**src/rtl/audio_mix_pkg.sv**
```systemverilog
// Shared types and helpers for the audio mix scheduler.
// Holds default widths, the sample type, the FSM state encoding and the
// saturation helper used by the SAT stage.
package audio_mix_pkg;

  localparam int DEF_SAMPLE_BITS = 16;
  localparam int DEF_VOLUME_BITS = 8;

  typedef logic signed [DEF_SAMPLE_BITS-1:0] sample_t;

  typedef enum logic [2:0] {
    ST_IDLE  = 3'd0,
    ST_LATCH = 3'd1,
    ST_MAC   = 3'd2,
    ST_SAT   = 3'd3,
    ST_WRITE = 3'd4
  } mix_state_e;

  // Clamp a wide signed value into a signed range of 'bits' bits.
  // The result is returned sign-extended; callers keep the low 'bits' bits.
  function automatic logic signed [63:0] sat_to_sample(
    input  logic signed [63:0] value,
    input  int unsigned        bits,
    output logic               clipped
  );
    logic signed [63:0] hi;
    logic signed [63:0] lo;
    hi = (64'sd1 <<< (bits - 1)) - 64'sd1;
    lo = -(64'sd1 <<< (bits - 1));
    clipped = 1'b0;
    sat_to_sample = value;
    if (value > hi) begin
      sat_to_sample = hi;
      clipped = 1'b1;
    end else if (value < lo) begin
      sat_to_sample = lo;
      clipped = 1'b1;
    end
  endfunction

endpackage

```
**src/rtl/audio_mix_scheduler_if.sv**
```systemverilog
// Source/ring-buffer bus of the audio mix scheduler.
// master: the side that supplies sources and consumes ring-buffer writes.
// slave : the scheduler itself.
interface audio_mix_scheduler_if #(
  parameter int NUM_SRC     = 4,
  parameter int SAMPLE_BITS = 16,
  parameter int VOLUME_BITS = 8,
  parameter int BUF_LEN     = 256
);
  localparam int AW = $clog2(BUF_LEN);

  logic                           refresh;
  logic [NUM_SRC*SAMPLE_BITS-1:0] src_sample;
  logic [NUM_SRC-1:0]             src_valid;
  logic [NUM_SRC*VOLUME_BITS-1:0] src_vol;
  logic [NUM_SRC-1:0]             src_en;
  logic [AW-1:0]                  play_index;
  logic                           wr_en;
  logic [AW-1:0]                  wr_addr;
  logic [SAMPLE_BITS-1:0]         wr_data;

  modport master (
    output refresh, src_sample, src_valid, src_vol, src_en, play_index,
    input  wr_en, wr_addr, wr_data
  );

  modport slave (
    input  refresh, src_sample, src_valid, src_vol, src_en, play_index,
    output wr_en, wr_addr, wr_data
  );

endinterface

```
**src/rtl/lrclk_edge_sync.sv**
```systemverilog
// Brings the I2S frame clock into the clk domain and flags its falling edge.
// All three flops reset high so a line idling high never produces a tick.
module lrclk_edge_sync (
  input  logic clk,
  input  logic rstn,
  input  logic lrclk,
  output logic frame_tick
);

  logic sync1, sync2, hist;

  // Two-flop synchroniser followed by one history flop for edge detection.
  always_ff @(posedge clk) begin
    // NOTE: non-blocking assignments so every flop samples the pre-edge value of its neighbour.
    if (!rstn) begin
      sync1 <= 1'b1;
      sync2 <= 1'b1;
      hist  <= 1'b1;
    end else begin
      sync1 <= lrclk;
      sync2 <= sync1;
      hist  <= sync2;
    end
  end

  assign frame_tick = hist & ~sync2;

endmodule

```
**src/rtl/audio_mix_scheduler.sv**
```systemverilog
// Frame-synchronous mixer: snapshots all sources on each lrclk falling edge,
// runs one shared multiply-accumulate per source, then writes one mixed
// sample into the playback ring buffer LAG entries behind the player.
// Build option AUDIO_MIX_SATURATE_EN: clamp the mix and count clips;
// without it the mix wraps and clip_count stays 0.
module audio_mix_scheduler
  import audio_mix_pkg::*;
#(
  parameter int NUM_SRC     = 4,
  parameter int SAMPLE_BITS = DEF_SAMPLE_BITS,
  parameter int VOLUME_BITS = DEF_VOLUME_BITS,
  parameter int BUF_LEN     = 256,
  parameter int LAG         = 1
) (
  input  logic                        clk,
  input  logic                        rstn,
  input  logic                        lrclk,
  audio_mix_scheduler_if.slave        bus,
  output logic                        busy,
  output logic                        missed_frame,
  output logic [15:0]                 clip_count
);

  localparam int AW     = $clog2(BUF_LEN);
  localparam int PROD_W = SAMPLE_BITS + VOLUME_BITS + 1;
  localparam int ACC_W  = PROD_W + $clog2(NUM_SRC);
  localparam int CNT_W  = (NUM_SRC > 1) ? $clog2(NUM_SRC) : 1;

  localparam logic [CNT_W-1:0] LAST_SRC = CNT_W'(NUM_SRC - 1);
  localparam logic [AW-1:0]    LAG_A    = AW'(LAG);

  logic                          frame_tick;
  mix_state_e                    state;
  logic [CNT_W-1:0]              src_idx;
  logic signed [ACC_W-1:0]       acc;
  logic [AW-1:0]                 wr_addr_q;
  logic [SAMPLE_BITS-1:0]        wr_data_q;
  logic                          missed_q;

  logic signed [SAMPLE_BITS-1:0] smp_q [NUM_SRC];
  logic [VOLUME_BITS-1:0]        vol_q [NUM_SRC];
  logic [NUM_SRC-1:0]            act_q;
  logic [AW-1:0]                 pidx_q;
  logic                          refresh_q;

  logic signed [PROD_W-1:0]      smp_x, vol_x, prod;
  logic signed [ACC_W-1:0]       term;
  logic [SAMPLE_BITS-1:0]        mix;

  lrclk_edge_sync u_sync (
    .clk        (clk),
    .rstn       (rstn),
    .lrclk      (lrclk),
    .frame_tick (frame_tick)
  );

  // Frame snapshot taken during LATCH; later input changes cannot reach the mix.
  always_ff @(posedge clk) begin
    // NOTE: snapshot registers carry no reset; they are always reloaded in LATCH before MAC reads them.
    if (state == ST_LATCH) begin
      for (int i = 0; i < NUM_SRC; i++) begin
        smp_q[i] <= bus.src_sample[i*SAMPLE_BITS +: SAMPLE_BITS];
        vol_q[i] <= bus.src_vol[i*VOLUME_BITS +: VOLUME_BITS];
      end
      act_q     <= bus.src_en & bus.src_valid;
      pidx_q    <= bus.play_index;
      refresh_q <= bus.refresh;
    end
  end

  // Scaled contribution of the source selected by src_idx (vol is unsigned).
  always_comb begin
    // NOTE: every comb output is assigned on all paths so no latch is inferred.
    smp_x = PROD_W'(smp_q[src_idx]);
    vol_x = PROD_W'({1'b0, vol_q[src_idx]});
    prod  = smp_x * vol_x;
    term  = act_q[src_idx] ? ACC_W'(prod) : '0;
  end

`ifdef AUDIO_MIX_SATURATE_EN
  logic        clipped;
  logic [15:0] clip_q;

  // Drop the gain fraction and clamp to the sample range.
  always_comb begin
    clipped = 1'b0;
    mix     = SAMPLE_BITS'(sat_to_sample(64'(acc >>> VOLUME_BITS), SAMPLE_BITS, clipped));
  end

  // Saturating count of clamped output samples.
  always_ff @(posedge clk) begin
    if (!rstn) begin
      clip_q <= '0;
    end else if (state == ST_SAT && clipped && clip_q != 16'hFFFF) begin
      clip_q <= clip_q + 16'd1;
    end
  end

  assign clip_count = clip_q;
`else
  // Drop the gain fraction and keep the low bits (two's-complement wrap).
  always_comb begin
    mix = SAMPLE_BITS'(acc >>> VOLUME_BITS);
  end

  assign clip_count = 16'h0;
`endif

  // Frame sequencer: IDLE -> LATCH -> MAC x NUM_SRC -> SAT -> WRITE.
  always_ff @(posedge clk) begin
    if (!rstn) begin
      state     <= ST_IDLE;
      src_idx   <= '0;
      acc       <= '0;
      wr_addr_q <= '0;
      wr_data_q <= '0;
    end else begin
      case (state)
        ST_IDLE: begin
          if (frame_tick) state <= ST_LATCH;
        end
        ST_LATCH: begin
          acc     <= '0;
          src_idx <= '0;
          state   <= ST_MAC;
        end
        ST_MAC: begin
          acc <= acc + term;
          if (src_idx == LAST_SRC) state <= ST_SAT;
          else src_idx <= src_idx + 1'b1;
        end
        ST_SAT: begin
          wr_data_q <= mix;
          wr_addr_q <= pidx_q - LAG_A;
          state     <= ST_WRITE;
        end
        ST_WRITE: state <= ST_IDLE;
        default:  state <= ST_IDLE;
      endcase
    end
  end

  // Sticky flag for frame edges that arrive while a mix is still running.
  always_ff @(posedge clk) begin
    if (!rstn) missed_q <= 1'b0;
    else if (frame_tick && state != ST_IDLE) missed_q <= 1'b1;
  end

  assign busy         = (state != ST_IDLE);
  assign missed_frame = missed_q;
  assign bus.wr_en    = (state == ST_WRITE) && refresh_q;
  assign bus.wr_addr  = wr_addr_q;
  assign bus.wr_data  = wr_data_q;

endmodule

```
**src/flat_wrapper.sv**
```systemverilog
// flat-port wrapper written by rule: the top's interface ports become plain ports
module audio_mix_scheduler_flat import audio_mix_pkg::*;
#(
  parameter int NUM_SRC     = 4,
  parameter int SAMPLE_BITS = DEF_SAMPLE_BITS,
  parameter int VOLUME_BITS = DEF_VOLUME_BITS,
  parameter int BUF_LEN     = 256,
  parameter int LAG         = 1
)
  (clk, rstn, lrclk, busy, missed_frame, clip_count, bus_refresh, bus_src_sample, bus_src_valid, bus_src_vol, bus_src_en, bus_play_index, bus_wr_en, bus_wr_addr, bus_wr_data);
  audio_mix_scheduler_if #(.NUM_SRC(NUM_SRC), .SAMPLE_BITS(SAMPLE_BITS), .VOLUME_BITS(VOLUME_BITS), .BUF_LEN(BUF_LEN)) bus_i ();
  input  logic clk;
  input  logic rstn;
  input  logic lrclk;
  output logic busy;
  output logic missed_frame;
  output logic [15:0] clip_count;
  input wire logic [$bits(bus_i.refresh)-1:0] bus_refresh;
  input wire logic [$bits(bus_i.src_sample)-1:0] bus_src_sample;
  input wire logic [$bits(bus_i.src_valid)-1:0] bus_src_valid;
  input wire logic [$bits(bus_i.src_vol)-1:0] bus_src_vol;
  input wire logic [$bits(bus_i.src_en)-1:0] bus_src_en;
  input wire logic [$bits(bus_i.play_index)-1:0] bus_play_index;
  output wire logic [$bits(bus_i.wr_en)-1:0] bus_wr_en;
  output wire logic [$bits(bus_i.wr_addr)-1:0] bus_wr_addr;
  output wire logic [$bits(bus_i.wr_data)-1:0] bus_wr_data;
  assign bus_i.refresh = bus_refresh;
  assign bus_i.src_sample = bus_src_sample;
  assign bus_i.src_valid = bus_src_valid;
  assign bus_i.src_vol = bus_src_vol;
  assign bus_i.src_en = bus_src_en;
  assign bus_i.play_index = bus_play_index;
  assign bus_wr_en = bus_i.wr_en;
  assign bus_wr_addr = bus_i.wr_addr;
  assign bus_wr_data = bus_i.wr_data;
  audio_mix_scheduler #(.NUM_SRC(NUM_SRC), .SAMPLE_BITS(SAMPLE_BITS), .VOLUME_BITS(VOLUME_BITS), .BUF_LEN(BUF_LEN), .LAG(LAG)) u_core (.clk(clk), .rstn(rstn), .lrclk(lrclk), .bus(bus_i), .busy(busy), .missed_frame(missed_frame), .clip_count(clip_count));
endmodule
```
**config.mk**
```make
export PLATFORM = sky130hd
export DESIGN_NAME = audio_mix_scheduler_flat
export DESIGN_NICKNAME = d
export VERILOG_FILES = /design/src/rtl/audio_mix_pkg.sv /design/src/rtl/audio_mix_scheduler_if.sv /design/src/rtl/lrclk_edge_sync.sv /design/src/rtl/audio_mix_scheduler.sv /design/src/flat_wrapper.sv
export SDC_FILE = /design/constraint.sdc
export NUM_CORES = 1
export LEC_CHECK = 0
export BUFFER_PORTS_ARGS = -buffer_cell sky130_fd_sc_hd__buf_4
export CORE_MARGIN = 2
export CORE_UTILIZATION = 55
export CTS_CLUSTER_SIZE = 40
export DETAILED_ROUTE_END_ITERATION = 10
export PLACE_DENSITY = 0.77
export SYNTH_ARGS = -nofsm -noshare
export SYNTH_HDL_FRONTEND = slang
export SYNTH_SLANG_ARGS = --single-unit
```
**constraint.sdc**
```tcl
create_clock -name clk -period 9.4 [get_ports clk]
set_clock_uncertainty 0.05 [all_clocks]
set_input_delay 1.88 -clock clk [delete_from_list [all_inputs] [get_ports clk]]
set_output_delay 1.88 -clock clk [all_outputs]
set_load 0.02 [all_outputs]
```
# After elaboration in Yosys (flattened, before gate mapping)
# Memory sizes are Yosys's and may differ from the RTL's. A register that Yosys moved wholly into a read port is not among the register bits.
# Cells that the tools add are included.
dict set report totals {
  ramBits 96
  ff_bits 73
  wordCells 52
  memories 2
}
dict set report op_classes {
  n_mux 15
  bitwise 3
  n_mul 1
  n_eq_ne 8
  n_reduce_logical 7
  addsub 3
  magnitude_cmp 1
}
# name words word_bits read_ports rd_ports_with_merged_regs wr line
set mem_list {}
lappend mem_list {u_core.smp_q 4 16 1 1 4 audio_mix_scheduler.sv:40} ;# logic signed [SAMPLE_BITS-1:0] smp_q [NUM_SRC];
lappend mem_list {u_core.vol_q 4 8 1 1 4 audio_mix_scheduler.sv:41} ;# logic [VOLUME_BITS-1:0] vol_q [NUM_SRC];
# op n
set op_table {}
lappend op_table {{$pmux 27 s2} 1}
lappend op_table {{$add 27x27->27} 1}
lappend op_table {{$mux 27} 1}
lappend op_table {{$mul 16x9->25} 1}
lappend op_table {{$pmux 3 s4} 1}
lappend op_table {{$mux 2} 5}
lappend op_table {{$sub 8x1->8 const B} 1}
lappend op_table {{$eq 3x2->1 const B} 2}
lappend op_table {{$mux 3} 2}
lappend op_table {{$and 4x4->4} 1}
lappend op_table {{$ne 2x1->1 const B} 2}
lappend op_table {{$pmux 2 s2} 1}
lappend op_table {{$reduce_and 2->1} 2}
lappend op_table {{$eq 3x1->1 const B} 1}
lappend op_table {{$eq 3x3->1 const B} 1}
lappend op_table {{$logic_not 3->1} 1}
lappend op_table {{$lt 2x3->1 const B} 1}
lappend op_table {{$mux 1} 3}
lappend op_table {{$reduce_bool 3->1} 1}
lappend op_table {{$add 2x1->2 const B} 1}
lappend op_table {{$bmux 1 s2} 1}
lappend op_table {{$eq 2x2->1 const B} 1}
lappend op_table {{$logic_and 1x1->1} 2}
lappend op_table {{$ne 2x2->1 const B} 1}
lappend op_table {{other kinds (3)} 3}

# Logic depth before layout (Yosys ltp)
# Gate-level depths: netlist (run 1).
dict set report depth {
  ltp_word 5
  mapped_depth 32
  ltp_nobuf 29
}

# Cells and area by module
# Synthesis (run 1) repeated with hierarchy kept, for this count alone.
dict set report hier_totals {
  hier_cells 1064
  area_unflattened_um2 11796.3
}
# mod instances seq_area_each_um2 cells_each area_each_um2
set by_module_without_submodules {}
lappend by_module_without_submodules {audio_mix_scheduler 1 4394.2 1057 11711.2}
lappend by_module_without_submodules {lrclk_edge_sync 1 60.1 7 85.1}

# Worst setup path before layout (run 1)
# OpenSTA, ideal clock, no wires.
dict set report synth_timing {
  path_kind {flip-flop to flip-flop}
  from {register with a tool-made name}
  to {register u_core.acc[23]}
  setup_ns 0.072
  path_stages_with_launch 28
  setup_slack_ns 2.181
  required_time_ns 9.278
  arrival_time_ns 7.097
  synth_period_minus_slack_ns 7.219
  n_path_buf 2
  path_cell_list {dfxtp_1 -> clkbuf_1 -> buf_2 -> mux4_2 -> and2_1 -> fa_1 -> fa_1 -> fa_1 -> inv_1 -> fa_1 -> inv_1 -> ha_1 -> o21a_1 -> o211ai_1 -> a311oi_1 -> or3_1 -> a21oi_1 -> xor2_1 -> nor2_1 -> ha_1 -> nand2_1 -> o21ai_0 -> o21bai_1 -> a22o_1 -> nor4b_1 -> or3_1 -> mux2i_1 -> mux2i_1}
}
# element line
set synth_lines {}
lappend synth_lines {{to (signal assigned)} audio_mix_scheduler.sv:128} ;# acc <= acc + term;
lappend synth_lines {{to (decl)} audio_mix_scheduler.sv:35} ;# logic signed [ACC_W-1:0] acc;

==> results of run 1 <==
==> per-layer routing <==
| layer | part of all wire, % | up-vias | GRT usage (%) |
|---|---|---|---|
| li1 | - | 3923 | - |
| met1 | 40 | 4010 | 26.9 |
| met2 | 54 | 207 | 38.2 |
| met3 | 3.8 | 30 | 3.58 |
| met4 | 1.5 | 0 | 6.50 |
| met5 | 0 | - | 0 |
==> where the power goes <==
part	internal [mW]	total [mW]	switching [mW]	leakage (nW)
sequential	0.802	0.814	0.0115	1.47
combinational	0.509	1.16	0.648	4.28
clock	0.377	0.699	0.322	0.287
total	1.69	2.67	0.982	6.03
==> path summary, 6_finish.rpt <==
check | startpoint | to | cells past startpoint
setup / recovery | register | u_core.acc[23]$_SDFFE_PN0P_ | 25
setup reg to reg | register | u_core.acc[23]$_SDFFE_PN0P_ | 25
hold reg to reg | u_core.u_sync.sync1$_SDFF_PN1_ | u_core.u_sync.sync2$_SDFF_PN1_ | 1
hold / removal | u_core.u_sync.sync1$_SDFF_PN1_ | u_core.u_sync.sync2$_SDFF_PN1_ | 1
==> cells by family (layout without fill, tap and decap cells) <==
| family | count (synthesis) | count (layout) |
|---|---|---|
| adder cells (fa/ha/maj) | 173 | 173 |
| flip-flops | 168 | 168 |
| other | 1 | 16 |
| AND/OR/NAND/NOR | 330 | 330 |
| XOR/XNOR | 34 | 34 |
| multiplexers | 29 | 29 |
| AO/OA/AOI/OAI | 157 | 157 |
| buffers and inverters | 209 | 337 |
==> cell type report <==
type / count / share of cell area [%]
multi-input combinational: 739 / 48.2
sequential: 168 / 32.6
timing repair buffer: 146 / 8.03
inverter: 160 / 4.42
clock buffer: 17 / 3.11
tap: 275 / 2.52
clock inverter: 14 / 1.12
==> worst max-delay path, cell delays in order, from the launching register on <==
cell      delay [ns]
dfxtp_2         0.91
mux4_2          0.78
and2_1          0.23
fa_1            0.55
fa_1            0.45
fa_1            0.55
inv_1           0.06
fa_1            0.55
inv_1           0.04
ha_1            0.34
o21a_1          0.21
o211ai_1        0.23
a311oi_1        0.10
or3_1           0.39
a21oi_1         0.18
xor2_1          0.16
nor2_1          0.06
ha_1            0.36
nand2_1         0.09
o21ai_0         0.32
o21bai_1        0.18
a22o_1          0.20
nor4b_1         0.07
or3_1           0.36
mux2i_1         0.16
mux2i_1         0.20
==> registers in the layout (all words and copies together), names as in the netlist, named ones only <==
signal and count:
u_core.src_idx 2, u_core.pidx_q 8, u_core.bus.wr_addr 8, u_core.u_sync.sync2 1, u_core.u_sync.hist 1, u_core.u_sync.sync1 1, u_core.state 3, u_core.smp_q 64
u_core.missed_frame 1, u_core.refresh_q 1, u_core.vol_q 32, u_core.bus.wr_data 16, u_core.act_q 4, u_core.acc 24
==> through the flow <==
stage / std cells / utilization, % / hold WS, ns / setup WS, ns / instance area [um^2]
global placement: 1488 / 62.0 / 0.341 / 1.74 / 13100
detailed placement: 1488 / 62.0 / 0.353 / 1.59 / 13100
floorplan: 1116 / - / 0.336 / 2.18 / 11900
CTS: 1519 / 64.8 / 0.376 / 1.51 / 13700
global route: 1519 / 64.8 / 0.409 / 0.941 / 13700
finish: 1519 / 64.8 / 0.374 / 1.55 / 13700
==> placed cells by master (no fill, tap or decap), types with 3 or more instances in the layout <==
cell	synthesis	routed
clkbuf_16	0	17
a31oi_1	6	6
ha_1	72	72
nand2_1	114	114
edfxtp_1	109	109
dfxtp_1	59	58
nor2_1	53	52
o21a_1	5	5
o211ai_1	6	6
nor3_1	17	17
inv_1	160	159
a22oi_1	13	13
and2_1	84	84
nor3b_1	7	7
a21boi_0	3	3
nand4_1	4	4
o21ai_0	24	24
nand3_1	14	14
buf_4	16	146
a21o_1	14	14
nor4_1	3	3
xnor2_1	18	18
o21bai_1	5	5
or3_1	8	8
nand2b_1	6	6
inv_8	0	4
xor2_1	14	14
nor2b_1	6	6
and3_1	3	3
fa_1	101	101
inv_6	0	6
mux2i_1	4	4
a21oi_1	51	51
a211oi_1	12	12
mux4_2	24	24
conb_1	1	16
==> impl_metrics.ini, run 1 <==
[global_route]
track_usage_pct = 21.5
grt_max_degree = 88
first_global_vias = 8220
grt-ovfl-total = 0
antenna_found_initial = 0
grt_pass1_wl_mm = 38.4

[job]
cap_violations = 0

[timing]
rsz0062_at_grt = false
max_freq_ghz = 0.127
slew_violations = 0
hold_viol = 0
fin_crit_sh_pct = 83.5
post-route-min-period_ns = 7.85
tightest_slew_ns = 1.06
setup_viol_count_final = 0
setup-tns-final_ns = 0
relSlewSlack_pct = 29.1

[floorplan]
die_x_um = 151
die-height_um = 151
dieArea_um2 = 22700
initial_core_util_pct = 56.1
core_um2 = 21100
rows = 53
pin_count = 159

[critical_path]
crit_type = register to register
crit_path_end_kind = register
cp.arrival_ns = 8.15
crit_fanout = 24
crit_required_ns = 9.70
r2r_slack_ns = 1.55
startpoint_type = register

[outcome]
status = completed

[yosys]
yosys_warnings = 0
ys_types = 61
synth.area.top_cells = edfxtp_1 (28%), fa_1 (17%), dfxtp_1 (10%)
synth_top_cell_by_area = edfxtp_1
synth.top_cell.area_share_pct = 27.7
mappedNetlistArea_um2 = 11800
synth_common_cells = inv_1 (160), nand2_1 (114), edfxtp_1 (109), fa_1 (101), and2_1 (84)
ys_seq_elements = 168
yosysMostFrequentCell = inv_1
synth-xor-area-share_pct = 2.75
ys_async_sr_fraction_pct = 0
synth-main-ff-cell = edfxtp_1
ys_seq_area_share_pct = 37.7
synth_compound_area_share_pct = 8.72
synth_top_family_by_area = adder cells
yosys.area_share.simple_pct = 13.9
synthAdderAreaFrac_pct = 24.7
syn_avg_cell_area_um2 = 10.7
synth_cells = 1101
synth.area.mux_share_pct = 5.01
synth_edf_count = 109

[drt]
vias = 8170
routed_via_density = 5.38
ant_nets = 0
drcViolationCount = 0
dr.pass1.iters = 5
wl_mm = 23.4
wl_per_cell_um = 15.4
drtIter0Drc = 557

[cts]
cts_hold_buf = 0
insertion_delay_ns = 0.43
ctsResizeCount = 0
tritoncts = yes
clock_path_buffers = 2
cts_root_buffer = clkbuf_16
clkSinkCount = 168
cts-buffers-inserted = 17
clk_pin_slew_ns = 0.07
h-tree-depth = 4
postCtsSetupRepairBufs = 0

[pwr]
p_per_area_nw_per_um2 = 195
p_leak_nw = 6.03
peakVddDrop_uv = 132
total_power_mw = 2.67

[final_layout]
fillers = 1633
nets = 1521
final_layout_size_suffix_gt1_share_pct = 17.1
multi_input_area_um2 = 6580
syn2layout_area_growth_pct = 15.5
final-seq-area_um2 = 4460
diodes = 0

[place]
portBuffers = 142
hpwlAfterDp_mm = 17.9
gp_congestion = 0.889

[hold_path]
hp-class = register to register
No activity file was read; power rests on OpenSTA's default activity.
==> run 2, diff against run 1 <==
- CORE_UTILIZATION: 55 -> 53
- clock period: 9.4 -> 6.44 ns (I/O delays scaled with it)
==> impl_metrics.ini, run 2 (same netlist as run 1, synthesis figures left out) <==
[outcome]
status = finished, violations left
violations = setup timing

[final_layout]
top_regs = u_core.smp_q x64, u_core.vol_q x32, u_core.acc x24
largest_reg_flops = 64
layout_common_cells = buf_4 (285), inv_1 (151), nand2_1 (110)
final_layout_size_suffix_gt1_share_pct = 33.0
largest_register = u_core.smp_q
final_common_cell = buf_4
syn2layout_area_growth_pct = 31.1
nets = 1675

[floorplan]
rows = 54
die_x_um = 153
core_um2 = 21900
pin_count = 159
dieArea_um2 = 23500
initial_core_util_pct = 54.0
die-height_um = 153

[global_route]
grt_pass1_wl_mm = 49.0
grt-ovfl-total = 0
track_usage_pct = 26.6
antenna_found_initial = 1
grt_max_degree = 91
first_global_vias = 9755

[timing]
post-route-min-period_ns = 7.20
relSlewSlack_pct = 24.1
finalWorstSetupSlack_ns = -0.758
hold_viol = 0
fin_crit_sh_pct = 112
rsz0062_at_grt = true
slew_violations = 0
max_freq_ghz = 0.139
setup_viol_count_final = 13
tightest_slew_ns = 1.14

[pwr]
p_clk_share_pct = 20.9
p_per_area_nw_per_um2 = 319
total_power_mw = 4.95
p_leak_nw = 6.92
peakVddDrop_uv = 210
p_sw_mw = 1.92
power.internal_mw = 3.02
seqPwrFrac_pct = 24.0
pwr-share-comb_pct = 55.1
p_sw_share_pct = 38.9

[cts]
clkSinkCount = 168
tritoncts = yes
insertion_delay_ns = 0.45
cts-buffers-inserted = 17
clock_path_buffers = 2
cts_hold_buf = 0
clk_pin_slew_ns = 0.07
cts_root_buffer = clkbuf_16
h-tree-depth = 4

[place]
gp_congestion = 0.890
place_ws_ns = -0.475
portBuffers = 142
hpwlAfterDp_mm = 20.6

[drt]
wl_met3_mm = 2.74
drt-met1-wl_mm = 12.3
vias = 9560
ant_nets = 0
drcViolationCount = 0
top_layer = met4
drtIter0Drc = 753
dr.pass1.iters = 5
routed_via_density = 5.69
wl_mm = 32.6
wl_per_cell_um = 19.4
dr_wl_met2_mm = 16.3

[critical_path]
crit_path_end_kind = register
crit_type = register to register
crit_fanout = 7
cp.arrival_ns = 7.52
startpoint_type = register
crit_required_ns = 6.77

[hold_path]
hp-class = register to register

[job]
cap_violations = 0
run 2: changes by cell type in the layout (fill, tap and decap cells not counted), sizes merged:
cell	change
buf	+151
clkinv	+5
inv	-3
mux4	+3
bufinv	-1
diode	+1
run 2: area by class of cell:
cell class / instances / area, um^2
clock inverters: 15 / 171
clock buffers: 17 / 425
diodes: 1 / 2.50
inverters: 160 / 603
well taps: 280 / 350
repair buffers: 297 / 2330
flip-flops and latches: 168 / 4460
multi-input cells: 742 / 7170
fillers: 1434 / 6390
run 2: per-stage QoR:
stage / area (um^2) / util (%) / instances / hold WS (ns) / setup TNS (ns)
floorplan: 12000 / - / 1116 / 0.336 / -0.0898
global placement: 14000 / 64.2 / 1606 / 0.344 / -2.77
detailed placement: 14000 / 64.2 / 1606 / 0.350 / -3.65
CTS: 15100 / 68.9 / 1655 / 0.370 / -1.74
global route: 15500 / 70.8 / 1679 / 0.380 / -8.38
finish: 15500 / 70.8 / 1680 / 0.367 / -5.82
run 2: power groups by stage:
stage / logic (mW) / registers [mW] / clock network [mW]
after floorplan: 1.41 / 1.20 / 0
final: 2.73 / 1.19 / 1.03
after detailed placement: 2.16 / 1.21 / 0
after global placement: 2.10 / 1.21 / 0
after global routing: 2.96 / 1.19 / 1.09
after CTS: 2.39 / 1.19 / 1.04
run 2: repair_timing:
| action | 4_1_cts | 5_1_grt |
|---|---|---|
| endpoints found under the setup margin | 11 | 14 |
| buffers inserted | 14 | 25 |
| pin swaps | 19 | 43 |
| gates cloned | 3 | 1 |
| resized for setup | 64 | 57 |
| hold endpoints to repair | 0 | 0 |
run 2: routing by layer:
metal | vias to the layer above | global-route usage [%]
li1 | 4259 | -
met1 | 4669 | 33.0
met2 | 512 | 45.9
met3 | 120 | 5.93
met4 | 0 | 10.1
met5 | - | 0
run 2: worst paths after layout:
kind                                   from                              to  slack (ns)  cells past startpoint
max reg2reg                        register     u_core.acc[23]$_SDFFE_PN0P_       -0.76                     26
min reg2reg  u_core.u_sync.sync1$_SDFF_PN1_  u_core.u_sync.sync2$_SDFF_PN1_        0.37                      1
min          u_core.u_sync.sync1$_SDFF_PN1_  u_core.u_sync.sync2$_SDFF_PN1_        0.37                      1
max                                register     u_core.acc[23]$_SDFFE_PN0P_       -0.76                     26
run 2: worst max-delay path, stage by stage (launching register included):
cell and delay, ns:
dfxtp_4 0.40, buf_12 0.15, buf_12 0.14, mux4_2 0.62, and2_4 0.19, fa_2 0.58
fa_1 0.43, fa_1 0.55, inv_2 0.06, fa_1 0.50, inv_2 0.05, ha_4 0.22
o21a_1 0.20, o211ai_1 0.31, a311oi_2 0.10, or4_4 0.48, a311oi_4 0.41, buf_4 0.20
o21ai_4 0.05, a21oi_2 0.13, ha_1 0.22, o21ai_1 0.08, nand2b_1 0.11, a21oi_1 0.11
or3_1 0.40, mux2i_1 0.17, mux2i_1 0.21
